`config.mk`:
```
export PLATFORM = sky130hd
export DESIGN_NAME = fft_unload
export DESIGN_NICKNAME = d
export VERILOG_FILES = /design/src/rtl/fft_unload.sv
export SDC_FILE = /design/constraint.sdc
export NUM_CORES = 1
export LEC_CHECK = 0
export CAP_MARGIN = 15
export CORE_MARGIN = 1.5
export CORE_UTILIZATION = 38
export CTS_BUF_LIST = sky130_fd_sc_hd__clkbuf_4
export CTS_CLUSTER_DIAMETER = 200
export DETAILED_ROUTE_END_ITERATION = 6
export SYNTH_ARGS = -nofsm -noshare
export SYNTH_HDL_FRONTEND = slang
export SYNTH_SLANG_ARGS = --single-unit
```
`constraint.sdc`:
```
create_clock -name iCLK -period 4.7 [get_ports iCLK]
set_input_delay 0.94 -clock iCLK [delete_from_list [all_inputs] [get_ports iCLK]]
set_output_delay 0.94 -clock iCLK [all_outputs]
set_load 0.005 [all_outputs]
```
`src/rtl/fft_unload.sv`:
```
// fft_unload: streams 2048-point FFT results out of the four bank RAMs
// as natural-order (or storage-order) bins on a valid/ready interface.

module fft_unload #(
  parameter int DATA_W  = 16,
  parameter int RD_LAT  = 2,
  parameter int REORDER = 1
) (
  input  logic              iCLK,
  input  logic              iRESET,
  input  logic              iSTART,
  input  logic              iBANK_SEL,
  output logic              oRD_EN,
  output logic [8:0]        oADDR_RD,
  output logic [1:0]        oBANK,
  output logic              oSEL_B,
  input  logic [2*DATA_W-1:0] iRD_DATA_0,
  input  logic [2*DATA_W-1:0] iRD_DATA_1,
  input  logic [2*DATA_W-1:0] iRD_DATA_2,
  input  logic [2*DATA_W-1:0] iRD_DATA_3,
  output logic [DATA_W-1:0] oDATA_RE,
  output logic [DATA_W-1:0] oDATA_IM,
  output logic [10:0]       oINDEX,
  output logic              oVALID,
  input  logic              iREADY,
  output logic              oSOP,
  output logic              oEOP,
  output logic              oBUSY,
  output logic              oDONE
);

  localparam int DEPTH = RD_LAT + 2;
  localparam int CW    = $clog2(DEPTH + 1);
  localparam int LW    = CW + 1;

  typedef enum logic [1:0] {IDLE, RUN, DRAIN} state_t;

  typedef struct packed {
    logic        vld;
    logic [1:0]  bank;
    logic [10:0] idx;
  } tag_t;

  typedef struct packed {
    logic              sop;
    logic              eop;
    logic [10:0]       idx;
    logic [DATA_W-1:0] re;
    logic [DATA_W-1:0] im;
  } beat_t;

  state_t              state;
  logic [10:0]         n;
  logic [10:0]         m;
  logic [10:0]         rd_idx;
  tag_t                pipe [RD_LAT];
  tag_t                ret;
  beat_t               slot [DEPTH];
  beat_t               nb;
  logic [CW-1:0]       count;
  logic [LW-1:0]       inflight;
  logic [LW-1:0]       level;
  logic [LW-1:0]       limit;
  logic [2*DATA_W-1:0] rdw;
  logic                pop;
  logic                push;
  logic                issue;

  always_comb begin
    if (REORDER != 0)
      m = {n[1:0], n[3:2], n[5:4], n[7:6], n[9:8], n[10]};
    else
      m = n;
  end

  always_comb begin
    inflight = LW'(oRD_EN);
    for (int i = 0; i < RD_LAT; i++)
      inflight = inflight + LW'(pipe[i].vld);
  end

  // a beat leaving this cycle frees its slot for the read issued now
  assign ret   = pipe[RD_LAT-1];
  assign pop   = oVALID & iREADY;
  assign push  = ret.vld;
  assign level = LW'(count) + inflight;
  assign limit = LW'(DEPTH) + LW'(pop);
  assign issue = (state == RUN) && (level < limit);

  always_comb begin
    rdw = '0;
    unique case (ret.bank)
      2'd0: rdw = iRD_DATA_0;
      2'd1: rdw = iRD_DATA_1;
      2'd2: rdw = iRD_DATA_2;
      2'd3: rdw = iRD_DATA_3;
    endcase
  end

  assign nb = {ret.idx == 11'd0, ret.idx == 11'h7ff,
               ret.idx, rdw};

  assign oVALID   = (count != '0);
  assign oDATA_RE = slot[0].re;
  assign oDATA_IM = slot[0].im;
  assign oINDEX   = slot[0].idx;
  assign oSOP     = slot[0].sop;
  assign oEOP     = slot[0].eop;

  always_ff @(posedge iCLK or negedge iRESET) begin
    if (!iRESET) begin
      state    <= IDLE;
      n        <= '0;
      rd_idx   <= '0;
      oRD_EN   <= 1'b0;
      oADDR_RD <= '0;
      oBANK    <= '0;
      oSEL_B   <= 1'b0;
      oBUSY    <= 1'b0;
      oDONE    <= 1'b0;
      count    <= '0;
      for (int i = 0; i < RD_LAT; i++) pipe[i] <= '0;
      for (int i = 0; i < DEPTH; i++)  slot[i] <= '0;
    end else begin
      oDONE  <= 1'b0;
      oRD_EN <= issue;
      if (issue) begin
        oADDR_RD <= m[8:0];
        oBANK    <= m[10:9];
        rd_idx   <= n;
        n        <= n + 11'd1;
      end
      pipe[0] <= '{vld: oRD_EN, bank: oBANK, idx: rd_idx};
      for (int i = 1; i < RD_LAT; i++) pipe[i] <= pipe[i-1];
      // slot[0] is the output register; pops shift the queue down
      for (int i = 0; i < DEPTH - 1; i++)
        if (pop) slot[i] <= slot[i+1];
      if (push) slot[count - CW'(pop)] <= nb;
      count <= count + CW'(push) - CW'(pop);
      unique case (state)
        IDLE: if (iSTART) begin
          state  <= RUN;
          oSEL_B <= iBANK_SEL;
          oBUSY  <= 1'b1;
          n      <= '0;
        end
        RUN: if (issue && n == 11'h7ff) state <= DRAIN;
        DRAIN: if (inflight == '0 && count == CW'(1) && pop) begin
          state <= IDLE;
          oBUSY <= 1'b0;
          oDONE <= 1'b1;
        end
        default: state <= IDLE;
      endcase
    end
  end

endmodule

```
==> impl.org <==
** Global routing
- Maximum number of pins on one net before global-route repair :: between 100 and 150
- The first global-routing pass estimated 42580 um of wire.
- Via count of the first global-routing pass :: 8028
- Global-route total usage across every layer :: 17.39%
- The number of antenna violations at the first check in global routing was 1.
- Global routing finished with a remaining overflow of 0.

** Finish
- Most frequent cells in the layout :: nand2_1, dfrtp_1, clkdlybuf4s50_1, nor2_1, a31oi_1
- From synthesis to final layout, the design area changed by 24.33%.
- After filler insertion, the fill cell instance count of the layout stands at around 2600.
- After the last flow step, the layout net total stands at 1385.
- Most common cell after layout, fill and taps aside :: nand2_1
- In the final layout, the multi-input gates occupy 4419 um^2.
- Ratio of cells with drive above 1 in the final layout :: roughly 16%
- Registers take 5883 um^2.

** Drt
- The detailed router finished its first iteration with 686 violations.
- Wires add up to between 20000 and 30000 um.
- The count of nets left with antenna violations once routing finished came out at 0.
- The detailed router placed roughly 8400 vias in this run.
- Detail-routed via count per cell :: 5.072
- The first TritonRoute pass finished after 5 iterations.
- Routed WL per cell :: 15.45 um
- Number of design rule violations left after detail routing :: 0

** Synthesis
- Top cell type by total area after synthesis :: dfrtp_1
- In this run, synthesis produced a sequential element count of approximately 240.
- During synthesis, Yosys emitted a total of 0 warnings.
- In this run the mean area of a mapped cell was about 10 um^2.
- The cell count after synthesis came out at roughly 1100.
- Dominant cells by area after synthesis :: dfrtp_1, nand2_1, a31oi_1, mux4_2, mux2_2
- Top FF cell, synth :: dfrtp_1
- Net count of the mapped netlist :: 1236
- Proportion of register bits with asynchronous set or reset after synthesis :: 100.0%
- Of the post-synthesis cell area, the dominant cell type holds approximately 53%.
- In this run the cell area of the synthesized design comes to approximately 11000 um^2.
- Yosys mapped a number of flops with a built-in enable equal to 0.
- Sequential cells were found to cover between 50% and 60% of the synthesized design area.
- Yosys mapped the design onto 43 distinct sky130hd cell types.

** Job
- Across the run, the number of max-cap violations was 0.

** STA
- Hold Fails Final Rpt :: 0
- Hold Slack :: between 0.2 and 0.3 ns
- Slew of the pin with the lowest slew margin :: between 0.9 and 1 ns
- Number of pins exceeding their max-slew limit in the final report :: 0
- Minimum period implied by the final worst setup slack :: about 3.3 ns
- Final total negative setup slack :: 0 ns
- Setup violations remaining at the end of the flow were counted as 0.
- In this run the tightest slew margin relative to its limit is approximately a third.
- Clk_skew :: roughly 0.06 ns
- RSZ-0062 raised after global routing :: no
- Part of the cycle the worst path needs :: between 60% and 70%
- Setup ws final :: between 1 and 1.5 ns
- Based on the critical path, the design can be clocked at up to 0.3044 GHz.

** Placed design
- Timing analysis after detailed placement gives a worst setup slack of about 1.2 ns.
- RePlAce Congestion :: roughly 0.74
- Dpl hpwl :: approximately 16000 um
- During placement, the flow inserted port buffers numbering a little under 200.

** Floorplanning
- Die Span Y :: approximately 170 um
- Total Die Area :: ~30000 um^2
- The floorplan has just over 60 rows.
- # IOs :: around 190
- Overall die width :: 173.1 um
- The initial utilization of the core area, before any placement, comes to between 30% and 40%.
- The total area inside the core boundary comes to about 29000 um^2.

** Worst setup path
- CP Buf/Inv Count :: 1
- At the worst endpoint, the arrival time is about 3.8 ns.
- Grouping stages by cell kind, the critical path spends the most delay in adder cells.
- The critical path goes through fa_1 > ha_1 > inv_1 > fa_1 > xor2_1 > a31oi_4 > or2_1 > mux2_2.
- The critical path in this run is classified as reg2reg.
- The worst register-to-register path has a depth of 8.
- The worst setup path is captured at a flop.
- Data required time of the worst path :: roughly 5.2 ns
- Most common cell type on the critical path :: fa_1
- STA classifies the critical path startpoint as a flop.
- Capture point of the worst reg-to-reg path :: rd_idx[1]
- The worst register-to-register path has a setup slack of between 1 and 1.5 ns.
- Critical path fanouts, max :: 18
- In this run the critical register-to-register path is launched from oRD_EN.
- For this run, the slowest stage of the critical path takes 0.58 ns.
- Critical-path cell with the highest stage delay :: fa_1

** Clock tree
- After clock tree synthesis, the flow added hold-fix buffers numbering 0.
- Post-CTS repair changed the size of 0 cells.
- TritonCTS clock tree :: built
- In this run, CTS created clock tree buffers numbering 60.
- Clock sink total :: about 240
- Root buffer cell :: clkbuf_4
- The number of setup buffers added after CTS is 0.
- The longest clock path from root to sink contains 3 buffers.
- Skew-Pair Late Insertion Delay :: between 0.7 and 0.8 ns
- CTS clock-pin slew for the worst setup and hold paths :: ~0.06 ns
- The H-tree was split into 2 levels.

** Worst hold path
- In this run the worst hold path is classified as in2async.

** Power
- Peak supply drop :: approximately 0.38 mV
- Power spread over the standard cell area amounts to 642.4 nW/um^2.
- Leakage power total :: approximately 0.0060 uW

** Outcome
- Status :: finished clean
-- kinds of logic (layout without fill, tap and decap cells) --
| logic type | after synthesis | in the layout | share of synthesized area, % |
|---|---|---|---|
| compound gates | 153 | 153 | 8.826 |
| xor+xnor | 4 | 4 | 0.3185 |
| fa+ha+maj | 10 | 10 | 1.342 |
| buf+inv | 135 | 321 | 6.426 |
| flops | 235 | 235 | 53.46 |
| mux | 93 | 93 | 12.74 |
| other cells | 0 | 1 | 0 |
| simple gates | 463 | 463 | 16.89 |
-- worst max path at each step --
stage,start,to,cells after the start
2_1_floorplan,iREADY,flop,11
3_3_place_gp,iREADY,flop,10
3_5_place_dp,iREADY,flop,10
4_1_cts,oRD_EN,rd_idx[1],8
5_1_grt,oRD_EN,rd_idx[3],8
6_report,oRD_EN,rd_idx[1],8
-- metal layers --
layer	share of wire, %	vias to the layer above	GRT usage (%)	wire [um]
met4	1.9	0	5.870	493
met3	6.1	37	3.870	1577
met2	45	256	25.79	11500
met1	47	4104	25.19	12140
li1	-	4042	-	-
met5	0	-	0	0
-- cell type report --
type / count / share of cell area, %
flip-flops and latches: 235 / 43.02
inverters: 15 / 0.4300
clock buffers: 93 / 5.105
diodes: 1 / 0.01830
multi-input cells: 723 / 32.31
clock inverters: 6 / 0.4025
repair buffers: 207 / 15.20
well taps: 384 / 3.513
-- cells in the mapped netlist (3+ instances only) --
library cell	instances
nand2b_1	4
nand3_1	4
nand2_1	284
buf_2	19
ha_1	7
mux2_1	7
or3_1	3
inv_1	14
o21ai_0	6
nand4_1	5
xnor2_1	3
o31ai_1	3
nor4_1	7
dfrtp_1	235
buf_4	44
a31oi_1	135
mux2i_1	5
mux2_2	49
mux4_2	32
clkbuf_1	56
fa_1	3
a21oi_1	4
nor2_1	139
-- stage by stage --
step                total power (uW)  utilization, %  area [um^2]  cells
floorplan                       6119               -        11000   1093
global placement                7021           45.14        12920   1564
detailed placement              7120           45.14        12920   1564
CTS                             8895           47.77        13670   1663
global route                    9504           47.78        13680   1664
finish                          8786           47.78        13680   1664
-- power breakdown --
part	switching (uW)	internal (uW)	total (uW)	leakage (uW)
registers	611	2880	3490	0.00296
logic	1810	1750	3560	0.00259
clock network	800	939	1740	0.000455
-- worst reg2reg max path: stages, from the launching register on --
cell and delay [ns]:
dfrtp_1 0.43, fa_1 0.58, ha_1 0.17, inv_1 0.06, fa_1 0.40, xor2_1 0.18
a31oi_4 0.42, or2_1 0.54, mux2_2 0.40
Power figures use the tool's default switching activity.
